**src/rtl/octal_req_arbiter_if.sv**
```systemverilog
// octal_req_arbiter_if
//   Handshake bundle between the requester bank / shared resource and the
//   arbiter.
//   master : requester side. It drives req and done and observes the grant.
//   slave  : arbiter side. It samples req and done and drives grant, code,
//            valid and timeout.
//   req[7:0]   level request lines, one per requester
//   done       resource finished with the current grant
//   grant[7:0] one-hot registered grant
//   code[2:0]  binary index of the granted requester
//   valid      a grant is active
//   timeout    one-cycle pulse when a grant was revoked by the hold limit
interface octal_req_arbiter_if;
    logic [7:0] req;
    logic       done;
    logic [7:0] grant;
    logic [2:0] code;
    logic       valid;
    logic       timeout;

    modport master (output req, done, input grant, code, valid, timeout);
    modport slave  (input req, done, output grant, code, valid, timeout);
endinterface

```
**src/rtl/octal_req_arbiter.sv**
```systemverilog
// octal_req_arbiter
//   Shares one downstream resource among eight requesters. In IDLE it picks
//   one winner from req. The default is the lowest asserted index. The grant
//   is held until done arrives or MAX_HOLD valid cycles have elapsed. A single
//   RELEASE cycle then separates it from the next arbitration.
//   Optional feature macro: ROUND_ROBIN_EN. When it is defined, the search
//   starts one past the previous winner and wraps 7->0.
// Ports
//   clk  : rising-edge clock
//   rst  : asynchronous active-high reset
//   bus  : octal_req_arbiter_if.slave (req, done in; grant, code, valid,
//          timeout out, all outputs registered)
// Parameters
//   MAX_HOLD : maximum valid cycles without done (1 .. 2^CNT_W-1)
//   CNT_W    : hold counter width
module octal_req_arbiter #(
    parameter int MAX_HOLD = 15,
    parameter int CNT_W    = 4
) (
    input logic               clk,
    input logic               rst,
    octal_req_arbiter_if.slave bus
);

    typedef enum logic [1:0] {IDLE, GRANT, RELEASE} state_t;

    state_t           state, nxt_state;
    logic [7:0]       grant_q, nxt_grant;
    logic [2:0]       code_q, nxt_code;
    logic             valid_q, nxt_valid;
    logic             tmo_q, nxt_tmo;
    logic [CNT_W-1:0] cnt, nxt_cnt;
    logic [2:0]       win;

`ifdef ROUND_ROBIN_EN
    logic [2:0] rr_ptr, nxt_ptr;
    logic [2:0] rr_idx;
    logic       found;

    // The search starts at pointer+1. The first hit while walking upward with
    // 3-bit wrap wins. Reset leaves the pointer at 7, so the first search
    // starts at bit 0.
    always_comb begin
        win    = '0;
        found  = 1'b0;
        rr_idx = '0;
        for (int off = 0; off < 8; off++) begin
            rr_idx = rr_ptr + 3'd1 + 3'(off);
            if (!found && bus.req[rr_idx]) begin
                win   = rr_idx;
                found = 1'b1;
            end
        end
    end
`else
    // Fixed priority with bit 0 highest. Scanning downward lets the lowest
    // asserted index overwrite any higher index.
    always_comb begin
        win = '0;
        for (int i = 7; i >= 0; i--)
            if (bus.req[i]) win = 3'(i);
    end
`endif

    always_ff @(posedge clk or posedge rst) begin
        if (rst) begin
            state   <= IDLE;
            grant_q <= '0;
            code_q  <= '0;
            valid_q <= 1'b0;
            tmo_q   <= 1'b0;
            cnt     <= '0;
        end else begin
            state   <= nxt_state;
            grant_q <= nxt_grant;
            code_q  <= nxt_code;
            valid_q <= nxt_valid;
            tmo_q   <= nxt_tmo;
            cnt     <= nxt_cnt;
        end
    end

`ifdef ROUND_ROBIN_EN
    always_ff @(posedge clk or posedge rst) begin
        if (rst) rr_ptr <= 3'd7;
        else     rr_ptr <= nxt_ptr;
    end
`endif

    always_comb begin
        nxt_state = state;
        nxt_grant = grant_q;
        nxt_code  = code_q;
        nxt_valid = valid_q;
        nxt_tmo   = 1'b0;
        nxt_cnt   = cnt;
`ifdef ROUND_ROBIN_EN
        nxt_ptr   = rr_ptr;
`endif
        case (state)
            IDLE: begin
                nxt_grant = '0;
                nxt_valid = 1'b0;
                if (|bus.req) begin
                    nxt_state = GRANT;
                    nxt_grant = 8'b1 << win;
                    nxt_code  = win;
                    nxt_valid = 1'b1;
                    nxt_cnt   = CNT_W'(1);
`ifdef ROUND_ROBIN_EN
                    nxt_ptr   = win;
`endif
                end
            end
            GRANT: begin
                // grant and code stay frozen. done wins over the hold limit.
                if (bus.done) begin
                    nxt_state = RELEASE;
                    nxt_grant = '0;
                    nxt_valid = 1'b0;
                end else if (cnt == CNT_W'(MAX_HOLD)) begin
                    nxt_state = RELEASE;
                    nxt_grant = '0;
                    nxt_valid = 1'b0;
                    nxt_tmo   = 1'b1;
                end else begin
                    nxt_cnt = cnt + CNT_W'(1);
                end
            end
            RELEASE: begin
                nxt_state = IDLE;
                nxt_grant = '0;
                nxt_valid = 1'b0;
            end
            default: begin
                nxt_state = IDLE;
                nxt_grant = '0;
                nxt_valid = 1'b0;
            end
        endcase
    end

    assign bus.grant   = grant_q;
    assign bus.code    = code_q;
    assign bus.valid   = valid_q;
    assign bus.timeout = tmo_q;

endmodule

```
**src/flat_wrapper.sv**
```systemverilog
// flat-port wrapper written by rule: the top's interface ports become plain ports
module octal_req_arbiter_flat 
#(
    parameter int MAX_HOLD = 15,
    parameter int CNT_W    = 4
)
  (clk, rst, bus_req, bus_done, bus_grant, bus_code, bus_valid, bus_timeout);
  octal_req_arbiter_if bus_i ();
  input logic clk;
  input logic rst;
  input wire logic [$bits(bus_i.req)-1:0] bus_req;
  input wire logic [$bits(bus_i.done)-1:0] bus_done;
  output wire logic [$bits(bus_i.grant)-1:0] bus_grant;
  output wire logic [$bits(bus_i.code)-1:0] bus_code;
  output wire logic [$bits(bus_i.valid)-1:0] bus_valid;
  output wire logic [$bits(bus_i.timeout)-1:0] bus_timeout;
  assign bus_i.req = bus_req;
  assign bus_i.done = bus_done;
  assign bus_grant = bus_i.grant;
  assign bus_code = bus_i.code;
  assign bus_valid = bus_i.valid;
  assign bus_timeout = bus_i.timeout;
  octal_req_arbiter #(.MAX_HOLD(MAX_HOLD), .CNT_W(CNT_W)) u_core (.clk(clk), .rst(rst), .bus(bus_i));
endmodule
```
**config.mk**
```make
export PLATFORM = sky130hd
export DESIGN_NAME = octal_req_arbiter_flat
export DESIGN_NICKNAME = d
export VERILOG_FILES = /design/src/rtl/octal_req_arbiter_if.sv /design/src/rtl/octal_req_arbiter.sv /design/src/flat_wrapper.sv
export SDC_FILE = /design/constraint.sdc
export NUM_CORES = 1
export LEC_CHECK = 0
export ABC_AREA = 1
export CAP_MARGIN = 20
export CORE_MARGIN = 2
export CORE_UTILIZATION = 46
export DETAILED_ROUTE_END_ITERATION = 8
export HOLD_SLACK_MARGIN = 0.08
export PLACE_DENSITY_LB_ADDON = 0.25
export SLEW_MARGIN = 10
export SYNTH_ARGS = -nofsm -noshare
export SYNTH_HDL_FRONTEND = slang
export SYNTH_SLANG_ARGS = --single-unit
```
**constraint.sdc**
```tcl
create_clock -name clk -period 1.4 [get_ports clk]
set_input_delay 0.28 -clock clk [delete_from_list [all_inputs] [get_ports clk]]
set_output_delay 0.28 -clock clk [all_outputs]
set_load 0.1 [all_outputs]
```
==> impl_results.md, run 1 <==
- Status: complete, no violations
- Post-synthesis xor/xnor area fraction: less than 1%
- Drt total wl: 2.39 mm
- VDD IR max: 0.00156 V
- Worst reg-to-reg setup slack: 90 ps
- Final WS setup: between 50 and 60 ps
- Tcrit/Tclk final: a little over nine tenths
- Setup crit start kind: input pin
- Initial Utilization: between 50% and 60%
- Worst rel slew slack: ~84%
- # clock sinks: 19
- Gr ovfl total: 0
- Clock power share: approximately 11%
- R2R depth: 6
- Tmin final: between 1000 and 1500 ps
- Port Buffers: 23
- CP startpoint: bus_req[3]
- Final ANT Viol Nets: 0
- Commonest non-fill, non-tap cell in the layout: nand2_1
- Core box area: between 0.0015 and 0.002 sq mm
- First-pass GRT wire length: 3.51 mm
- HPWL Detailed: roughly 1.7 mm
- Setup crit end: u_core.cnt[2]$_DFFE_PP0P_
- Register share of total power: roughly a third
- Area grow syn2layout: 53.5%
- Synthesized net count: approximately 120
- Fin. max-slew vios: 0
- Vias in the first global route: just over 800
- CTS H-tree depth: 1
- Largest net degree at the start of global routing: 20
- Worst Max-Slew Pin Slew: around 230 ps
- Total power: 2700 uW
- CTS buffer count: 3
- Die X: 47.9 um
- Max-Cap Viols: 0
- Die ar.: around 0.0023 sq mm
- Int Pwr: approximately 1400 uW
- Commonest cells after routing, fill and taps aside: 32 x nand2_1, 19 x dfrtp_1, 13 x buf_12, 12 x inv_1, 10 x clkdlybuf4s50_1
- DR vias: 866
- Post-CTS Setup Bufs: 0
- Post-synthesis adder-cell area fraction: between 1 and 1.5%
- Clk buf depth: 2
- Hold Fails Final Rpt: 0
- Overall Global Routing Usage: between 20 and 25%
- Main combinational cell family by area after synthesis: simple AND/OR/NAND/NOR gates
- Final setup viols: 0
- TritonRoute pass-1 iters: 4
- Wire per inst: roughly 15 um
- Pre-CTS setup slack: -223 ps
- Nets: 150
- Post-synthesis mux area share: 0%
- Syn avg cell area: roughly 8.5 sq um
- CP max FO: 7
- Worst path arrival time: about 1600 ps
- Worst skew pair latency: around 310 ps
- Placed standard-cell area: about 0.0013 sq mm
- I/O pin count: 24
- Compound-gate portion of the synthesized area: a little under 9%
- Origin of the critical flop-to-flop path: u_core.cnt[1]$_DFFE_PP0P_
- Kind of critical path: input pin to flop
- Power per Cell Area: about 2000 mW/mm^2
- Gate power share: a little under three fifths
- Design Area, Final: 0.00136 sq mm
- Antenna Diode Count: 0
- Fraction of layout cells with a size suffix above 1: between 20% and 30%
- WP data required: 1610 ps
- Max Freq: between 700 and 800 MHz
- Initial antenna violation count: 0
- Unrepaired setup endpoints after global routing: no
- Register bit count reported by yosys: 19
- Sequential share of the synthesized area: 53.5%
- Root Buffer: clkbuf_4
- Post-Route Skew: about 1.3 ps
- P_sw: 1350 uW
- Syn. warnings: 0
- Hold_buf cts: 0
- Worst Hold Class: input pin to asynchronous set/reset pin
- Die height: approximately 48 um
- Switching Share: about 50%
- Vias per cell: ~5.3
- Number of DRC markers in iteration 0: between 40 and 50
- Clock-pin slew on the worst setup and hold paths: 110 ps
- Gpl congestion: 0.824
- Gate Count Post-Synth: 105
- Pleak: between 0.0006 and 0.0007 uW
- Mapped Area: 888 sq um
- DRC viols: 0
- Setup TNS: 0 ps
- CTS tree: done
- Reg-to-reg endpoint: u_core.cnt[2]$_DFFE_PP0P_
- Nature of the critical path endpoint: flop
- Core Rows: 15
- Simple-Gate Fraction of Synth Area: roughly 30%
- Synth cell types: 20
[power by group through the flow]
stage               sequential (uW)  clock, uW  combinational [uW]
global placement                841          0                1430
floorplan                      1320          0                 439
global route                    871        307                1620
CTS                             845        287                1520
detailed placement              856          0                1500
finish                          860        292                1550
[registers in the layout, summed over array words and instances, names as in the netlist]
name / cells
u_core.bus.code: 3
u_core.cnt: 4
u_core.bus.grant: 8
u_core.state: 2
u_core.bus.valid: 1
u_core.bus.timeout: 1
[worst min-delay path by stage]
stage                     slack, ps                              end  cells past startpoint                       startpoint
after floorplan                 230   u_core.bus.code[0]$_DFFE_PP0P_                      1                              rst
after global placement          520     u_core.bus.valid$_DFFE_PP0P_                      2     u_core.bus.valid$_DFFE_PP0P_
after detailed placement        530  u_core.bus.grant[1]$_DFFE_PP0P_                      2  u_core.bus.grant[1]$_DFFE_PP0P_
after CTS                       320  u_core.bus.grant[4]$_DFFE_PP0P_                      3                              rst
after global routing            330  u_core.bus.grant[4]$_DFFE_PP0P_                      3                              rst
final                           300   u_core.bus.code[1]$_DFFE_PP0P_                      3                              rst
[layout make-up]
type	count	area, sq um
Clock buffer	4	26.3
Fill cell	129	400
Inverter	13	51.3
Multi-Input combinational cell	73	382
Sequential cell	19	475
Tap cell	25	31.3
Timing Repair Buffer	28	398
[worst max-delay path, stage by stage]
cell and delay (ps):
clkdlybuf4s50_1 440, nor2_2 170, nand2_2 120, o21ai_4 220, nand2_4 110, a21oi_2 140, nor2_1 60
[metal layers]
layer  part of all wire, %  global-route usage [%]  vias to the layer above
met2                    53                    42.4                       44
met4                   4.4                    11.4                        0
met5                     0                       0                        -
met3                   4.5                    2.26                       14
met1                    38                    26.0                      409
li1                      -                       -                      399
[logic make-up after synthesis]
| logic type | Yosys count |
|---|---|
| AND/OR/NAND/NOR | 60 |
| XOR/XNOR | 1 |
| adder cells (fa/ha/maj) | 1 |
| AO/OA/AOI/OAI | 11 |
| buffers and inverters | 13 |
| flip-flops | 19 |
[Yosys cell counts, drive strengths merged]
cell type | count | area share (%)
nand3 | 7 | 3.9
ha | 1 | 1.4
nand2 | 36 | 17
xor2 | 1 | 0.99
dfrtp | 19 | 54
inv | 13 | 5.5
o21ai | 7 | 5.2
nor2 | 13 | 6.6
nor3 | 1 | 0.56
o31ai | 1 | 0.85
nand4 | 3 | 2.1
a21oi | 2 | 1.5
a32o | 1 | 1.1
[metrics by stage]
step	cells	hold WS, ps	util (%)
after floorplan	105	231	-
after global placement	158	519	74.7
after detailed placement	158	533	74.7
after CTS	162	318	76.2
after global routing	162	334	77.3
final	162	301	77.3
[repair_timing]
item                                    in CTS  in global routing
endpoints found under the hold margin        0                  0
endpoints found under the setup margin       0                  8
resized for setup                            0                  6
No activity file was read; power rests on OpenSTA's default activity.
==> run 2, diff against run 1 <==
--- a/config.mk
+++ b/config.mk
@@ -6,10 +6,10 @@
 export NUM_CORES = 1
 export LEC_CHECK = 0
 export ABC_AREA = 1
-export CAP_MARGIN = 20
 export CORE_MARGIN = 2
 export CORE_UTILIZATION = 46
 export DETAILED_ROUTE_END_ITERATION = 8
+export GPL_ROUTABILITY_DRIVEN = 0
 export HOLD_SLACK_MARGIN = 0.08
 export PLACE_DENSITY_LB_ADDON = 0.25
 export SLEW_MARGIN = 10
==> results of run 2 <==
Final layout, timing and power as in run 1 (identical DEF).
==> run 3, diff against run 2 <==
--- a/config.mk
+++ b/config.mk
@@ -6,13 +6,13 @@
 export NUM_CORES = 1
 export LEC_CHECK = 0
 export ABC_AREA = 1
+export CAP_MARGIN = 20
 export CORE_MARGIN = 2
 export CORE_UTILIZATION = 46
 export DETAILED_ROUTE_END_ITERATION = 8
-export GPL_ROUTABILITY_DRIVEN = 0
 export HOLD_SLACK_MARGIN = 0.08
 export PLACE_DENSITY_LB_ADDON = 0.25
-export SLEW_MARGIN = 10
+export SLEW_MARGIN = 20
 export SYNTH_ARGS = -nofsm -noshare
 export SYNTH_HDL_FRONTEND = slang
 export SYNTH_SLANG_ARGS = --single-unit
==> results of run 3 <==
Final layout, timing and power as in run 1 (identical DEF).
